===== config.mk =====
export PLATFORM = sky130hd
export DESIGN_NAME = reg_file_scb
export DESIGN_NICKNAME = d
export VERILOG_FILES = /design/src/rtl/reg_file_scb.sv
export SDC_FILE = /design/constraint.sdc
export NUM_CORES = 1
export LEC_CHECK = 0
export CAP_MARGIN = 25
export CORE_UTILIZATION = 35
export CTS_BUF_LIST = sky130_fd_sc_hd__clkbuf_8
export CTS_CLUSTER_DIAMETER = 30
export DETAILED_ROUTE_END_ITERATION = 10
export PLACE_DENSITY = 0.58
export SLEW_MARGIN = 20
export SYNTH_ARGS = -nofsm -noshare
export SYNTH_HDL_FRONTEND = slang
export SYNTH_SLANG_ARGS = --single-unit

===== constraint.sdc =====
create_clock -name clk -period 7.4 [get_ports clk]
set_input_delay 1.48 -clock clk [delete_from_list [all_inputs] [get_ports clk]]
set_output_delay 1.48 -clock clk [all_outputs]
set_load 0.005 [all_outputs]

===== src/rtl/reg_file_scb.sv =====
// Parametrised register file with registered read ports, optional write-through
// bypass, optional hardwired zero register and a per-register pending scoreboard.
module reg_file_scb #(
   parameter int DATA_W   = 16,
   parameter int NUM_REGS = 8,
   parameter int SEL_W    = 3,
   parameter int ZERO_REG = 0,
   parameter int BYPASS   = 1
) (
   input  logic              clk,
   input  logic              rst,
   input  logic              en,
   input  logic              we,
   input  logic [SEL_W-1:0]  selD,
   input  logic [DATA_W-1:0] dataD,
   input  logic [SEL_W-1:0]  selA,
   input  logic [SEL_W-1:0]  selB,
   input  logic              issue,
   input  logic [SEL_W-1:0]  issue_sel,
   output logic [DATA_W-1:0] dataA,
   output logic [DATA_W-1:0] dataB,
   output logic              busyA,
   output logic              busyB,
   output logic              pend_any
);

   logic [DATA_W-1:0]   regs_q [NUM_REGS];
   logic [DATA_W-1:0]   regs_d [NUM_REGS];
   logic [NUM_REGS-1:0] pend_q, pend_d;
   logic [DATA_W-1:0]   dataA_q, dataA_d, dataB_q, dataB_d;
   logic                busyA_q, busyA_d, busyB_q, busyB_d;
   logic                pend_any_q, pend_any_d;

   // Register 0 is excluded from writes, issues and reads when it is hardwired.
   function automatic logic is_live(input int idx);
      return !(ZERO_REG != 0 && idx == 0);
   endfunction

   // NOTE: every _d gets a hold default first so no path leaves it unassigned (no latches).
   always_comb begin
      regs_d     = regs_q;
      pend_d     = pend_q;
      dataA_d    = dataA_q;
      dataB_d    = dataB_q;
      busyA_d    = busyA_q;
      busyB_d    = busyB_q;
      pend_any_d = pend_any_q;
      if (en) begin
         // Issue wins over a same-cycle write: a newer producer is still outstanding.
         for (int i = 0; i < NUM_REGS; i++) begin
            if (is_live(i)) begin
               if (we && selD == SEL_W'(i)) regs_d[i] = dataD;
               if (issue && issue_sel == SEL_W'(i))   pend_d[i] = 1'b1;
               else if (we && selD == SEL_W'(i))      pend_d[i] = 1'b0;
            end
         end
         // Selects that match no live register read 0 with busy 0.
         dataA_d = '0;
         dataB_d = '0;
         busyA_d = 1'b0;
         busyB_d = 1'b0;
         for (int i = 0; i < NUM_REGS; i++) begin
            if (is_live(i)) begin
               if (selA == SEL_W'(i)) begin
                  dataA_d = (BYPASS != 0) ? regs_d[i] : regs_q[i];
                  busyA_d = pend_d[i];
               end
               if (selB == SEL_W'(i)) begin
                  dataB_d = (BYPASS != 0) ? regs_d[i] : regs_q[i];
                  busyB_d = pend_d[i];
               end
            end
         end
         pend_any_d = |pend_d;
      end
   end

   // NOTE: the register array is reset too, since a reset must make every register read 0.
   always_ff @(posedge clk or posedge rst) begin
      if (rst) begin
         for (int i = 0; i < NUM_REGS; i++) regs_q[i] <= '0;
         pend_q     <= '0;
         dataA_q    <= '0;
         dataB_q    <= '0;
         busyA_q    <= 1'b0;
         busyB_q    <= 1'b0;
         pend_any_q <= 1'b0;
      end else begin
         // NOTE: non-blocking so every flop samples the pre-edge values of the others.
         regs_q     <= regs_d;
         pend_q     <= pend_d;
         dataA_q    <= dataA_d;
         dataB_q    <= dataB_d;
         busyA_q    <= busyA_d;
         busyB_q    <= busyB_d;
         pend_any_q <= pend_any_d;
      end
   end

   assign dataA    = dataA_q;
   assign dataB    = dataB_q;
   assign busyA    = busyA_q;
   assign busyB    = busyB_q;
   assign pend_any = pend_any_q;

endmodule


### After elaboration in Yosys (flattened, before gate mapping)

Index checks and enable logic that the tools add are counted.
W data, S select, Z words.

* memories: 0
* memory bits (writable): 0
* bits in latches: 0
* input bits: 33
* flip-flop bits (word level): 171
* output and inout port bits: 35
* bits in read-only memories: 0

* div/mod/pow operators: 0
* shifts and indexed selects: 0
* bitwise logic cells: 0
* muxes and demuxes: 64
* magnitude comparators: 0
* reductions and logical operators: 21
* equal/unequal tests: 28
* $add $sub $neg: 0
* multiply operators: 0

Operators by type and width (number)
* $mux W16: 24
* $eq A3 B3 Y1 const B: 16
* $mux W1: 40
* $eq A3 B2 Y1 const B: 8
* $logic_and A1 B1 Y1: 16
* $eq A3 B1 Y1 const B: 4
* $logic_not A3 Y1: 4
* $reduce_or A8 Y1: 1

### Depth between registers and ports, before layout

* depth in word-level cells: 13
* depth in mapped cells: 8
* depth with buffers taken out: 5

### Least setup slack after synthesis

Ideal clock, no wire load.

* path type: input -> register
* start point: input selD[0]
* end point: register dataB_q[2] (netlist: dataB[2])
* cell stages on the path: 8
* setup slack: 4.358 ns
* arrival time: 2.965 ns
* setup time: 0.077 ns
* data required time: 7.323 ns
* cell sequence: buf_4 > nor4b_4 > buf_6 > buf_8 > mux2_2 > nor4_1 > a211oi_1 > o21ai_1

* cells in the longest elaborated chain, start to end: 11
* elaborated cells between the ends (all ways): 32
* classes of those cells: eq/ne: 7; mux: 16; reduce/logical: 9

RTL lines
* start, declared: line 14 `input logic [SEL_W-1:0] selD,`
* $logic_not A3 Y1: line 52 `if (we && selD == SEL_W'(i)) regs_d[i] = dataD;`
* $logic_and A1 B1 Y1: line 52
* $mux W16: line 52
* $mux W16 (7 in a row): line 68 `if (selB == SEL_W'(i)) begin`
* $mux W16 (*): line 68
* end signal, assigned: line 93 `dataB_q <= dataB_d;`
* end, declared: line 30 `logic [DATA_W-1:0] dataA_q, dataA_d, dataB_q, dataB_d;`

Every way passes the cells marked *; elsewhere a longest branch is shown, timed or not.
A chain may end at the register's enable or synchronous reset.

### Final worst setup path

* start point: input selB[2]
* end point: register busyB_q (netlist: busyB)

* cells in the longest elaborated chain, start to end: 9
* elaborated cells between the ends (all ways): 16
* classes of those cells: eq/ne: 7; mux: 8; reduce/logical: 1

RTL lines
* start, declared: line 17 `input logic [SEL_W-1:0] selB,`
* $logic_not A3 Y1: line 68
* $mux W1 (7 in a row): line 68
* $mux W1 (*): line 68
* end signal, assigned: line 95 `busyB_q <= busyB_d;`
* end, declared: line 31 `logic busyA_q, busyA_d, busyB_q, busyB_d;`

Marked as above.

==> impl_summary.log <==
[metrics] nets@finish: between 1000 and 1500
[metrics] maximum resistive drop on vdd: 0.114 mV
[metrics] warnings from Yosys: 0
[metrics] CTS H-Tree Depth: 4
[metrics] area share of the leading cell type in the synthesized netlist: 0.377
[metrics] number of diodes: 0
[metrics] buffers inserted by post-CTS timing repair: 0
[metrics] sequential share of the synthesized area: 0.377
[metrics] Leak: 5.13 nW
[metrics] RSZ-0062 raised after global routing: no
[metrics] total routed wirelength: 35900 µm
[metrics] Primary FF master, synth: dfrtp_1
[metrics] Vias per Instance: 6.03
[metrics] leading post-synthesis cells by cell area: dfrtp_1 38%, mux2_2 15%, mux2i_1 9.7%
[metrics] hold bufs inserted after CTS: 0
[metrics] worst slew pin tran: 1.10 ns
[metrics] number of antenna violations at the first check in global routing: 0
[metrics] final critical-path share of the clock period: 0.538
[metrics] final routed DRC violation total: 0
[metrics] met1 track demand over resource: 0.310
[metrics] Seq cells post-synth: 171
[metrics] Core Box Area: around 0.032 mm²
[metrics] min-delay worst type: reg2reg
[metrics] max-cap violations: 0
[metrics] number of max-slew violations in the final report: 0
[metrics] average cell area after synthesis: 9.69 µm²
[metrics] clock slew seen by the registers of the worst setup and hold paths: 0.10 ns
[metrics] leading cell type by number of instances after synthesis: dfrtp_1
[metrics] Synthesized Nets: approximately 1200
[metrics] gate count of the mapped netlist: 1172
[metrics] die area: 0.0332 mm²
[metrics] fraction of final layout cells with drive strength greater than 1: 0.203
[metrics] largest net degree at the start of global routing: 80
[metrics] starting density of the core: 0.358
[metrics] placed standard-cell area: roughly 0.012 mm²
[metrics] Longest Clk Path Bufs: 2
[metrics] worst path required time: 7.79 ns
[metrics] Peak Freq: 251 MHz
[metrics] post-synthesis async set-or-reset flop share: 1.00
[metrics] number of enable-type register cells in the synthesized netlist: 0
[metrics] largest fanout on the critical path: 19
[metrics] critical path startpoint category: primary input
[metrics] vias in the first global route: 8948
[metrics] result of the run: complete, no violations
[metrics] grt peak-use layer: met2
[metrics] Clk Tree Root Cell: clkbuf_8
[metrics] TNS Setup: 0 ns
[metrics] cell type with the highest aggregate area in the netlist: dfrtp_1
[metrics] Chip Height: between 150 and 200 µm
[metrics] worst setup path category: in2reg
[metrics] capturing element type of the critical path: register
[metrics] Pre-Repair DR Iteration Count: 5
[metrics] routing usage on met3: 0.0393
[metrics] final count of hold timing violations: 0
[metrics] post-detailed-placement half-perimeter wirelength: 22300 µm
[metrics] final-report setup violation count: 0
[metrics] area added between synthesis and finish: 10.1%
[metrics] horizontal extent of the die: about 180 µm
[metrics] worst-skew pair later-pin latency: 0.48 ns
[metrics] PortBufs: 67
[metrics] total standard cell area after synthesis: about 0.011 mm²
[metrics] weighted congestion at the end of routability-driven global placement: a little under 0.9
[metrics] CTS sink cnt: 171
[metrics] worst path arrival time: 4.37 ns
[metrics] number of clock buffers inserted by TritonCTS: 17
[metrics] row count: 65
[metrics] Overflow after GRT: 0
[metrics] final routed wire length divided by cell count: 23.0 µm
[metrics] CTS resizes: 0
[metrics] relative slew slack: 0.268
[metrics] crit path time final: 3.98 ns
[metrics] post-route clock skew: roughly 0.019 ns
[metrics] met2 global-route usage: 0.342
[metrics] ranking of synthesized cells by instance count: 171 x dfrtp_1, 154 x mux2_2, 110 x mux2i_1
[metrics] clock tree from TritonCTS: built
[metrics] post-route cell area: 0.0125 mm²
[metrics] IO Count: 68
[metrics] global-route total usage across every layer: 0.219
[metrics] Power Dens Cells: 218 mW/mm²
[metrics] antenna-violating nets left: 0
[metrics] Iter 0 DRT Violations: 829
[metrics] global-route wire length before repair: approximately 55000 µm
[metrics] Distinct cells, synth: just under 60
[metrics] Vias: 9421
## metal layers
metal	routed length, µm	part of all wire
met5	0	0
met4	607	0.017
met3	2620	0.073
met2	16300	0.45
met1	16400	0.46
## cells in the final DEF, fill, tap and decap left out, drive strengths merged, types with 3 or more instances in the layout
cell type / count
a211oi: 28
a21oi: 35
a22oi: 9
a2bb2oi: 3
a31oi: 3
buf: 28
bufinv: 3
clkbuf: 17
clkdlybuf4s50: 62
clkinv: 8
dfrtp: 171
inv: 23
mux2: 154
mux2i: 110
nand2: 55
nand2b: 93
nand3: 11
nand3b: 5
nand4: 3
nand4b: 3
nor2: 51
nor2b: 21
nor3: 57
nor4: 22
o21ai: 75
o21ba: 4
o221ai: 56
o22ai: 13
o2bb2ai: 4
o32ai: 3
or2: 6
## through the flow
step,util,total power [W],std cells,setup WS [ns],hold slack (ns)
finish,0.394,0.00272,1563,3.42,0.510
CTS,0.394,0.00273,1563,3.49,0.511
floorplan,-,0.00177,1172,1.29,0.474
global placement,0.380,0.00199,1528,2.95,0.483
global route,0.394,0.00287,1563,3.34,0.523
detailed placement,0.381,0.00201,1531,2.97,0.487
## sequential cells by signal (all words and copies together) (netlist names)
register  count
busyA         1
busyB         1
dataA        16
dataB        16
pend_any      1
pend_q        8
regs_q      128
## critical path, cell delays in order
cell and delay, ns:
clkdlybuf4s50_1 0.83, nand3b_1 0.84, buf_4 0.51, a211oi_1 0.30, a311oi_1 0.09, o31a_1 0.15
o22a_1 0.15
## area by class of cell
class | instances | area (µm²)
Clock buffer | 17 | 234
Multi-Input combinational cell | 848 | 6380
Timing Repair Buffer | 90 | 856
Fill cell | 3140 | 19200
Inverter | 20 | 80.1
Sequential cell | 171 | 4280
Clock inverter | 15 | 171
Tap cell | 402 | 503
## path summary, 6_finish.rpt
| kind | start | end | slack (ns) | depth (start not counted) |
|---|---|---|---|---|
| max | selB[2] | busyB | 3.42 | 7 |
| min | regs_q[32] | regs_q[32] | 0.51 | 1 |
| max reg2reg | regs_q[125] | dataB[13] | 5.74 | 5 |
| min reg2reg | regs_q[32] | regs_q[32] | 0.51 | 1 |
| max in group asynchronous | rst | regs_q[119] | 4.64 | 3 |
| min in group asynchronous | rst | dataA[0] | 1.49 | 2 |
## kinds of logic after synthesis
logic type,synth area share
flops,0.377
mux,0.250
simple gates,0.162
compound gates,0.149
buf+inv,0.0630
## power breakdown
group | switching (W) | total [W] | internal (W)
registers | 0.000116 | 0.00125 | 0.00113
logic | 0.000385 | 0.000761 | 0.000376
clock network | 0.000381 | 0.000716 | 0.000334
total | 0.000883 | 0.00272 | 0.00184
No activity file was read; power rests on OpenSTA's default activity.
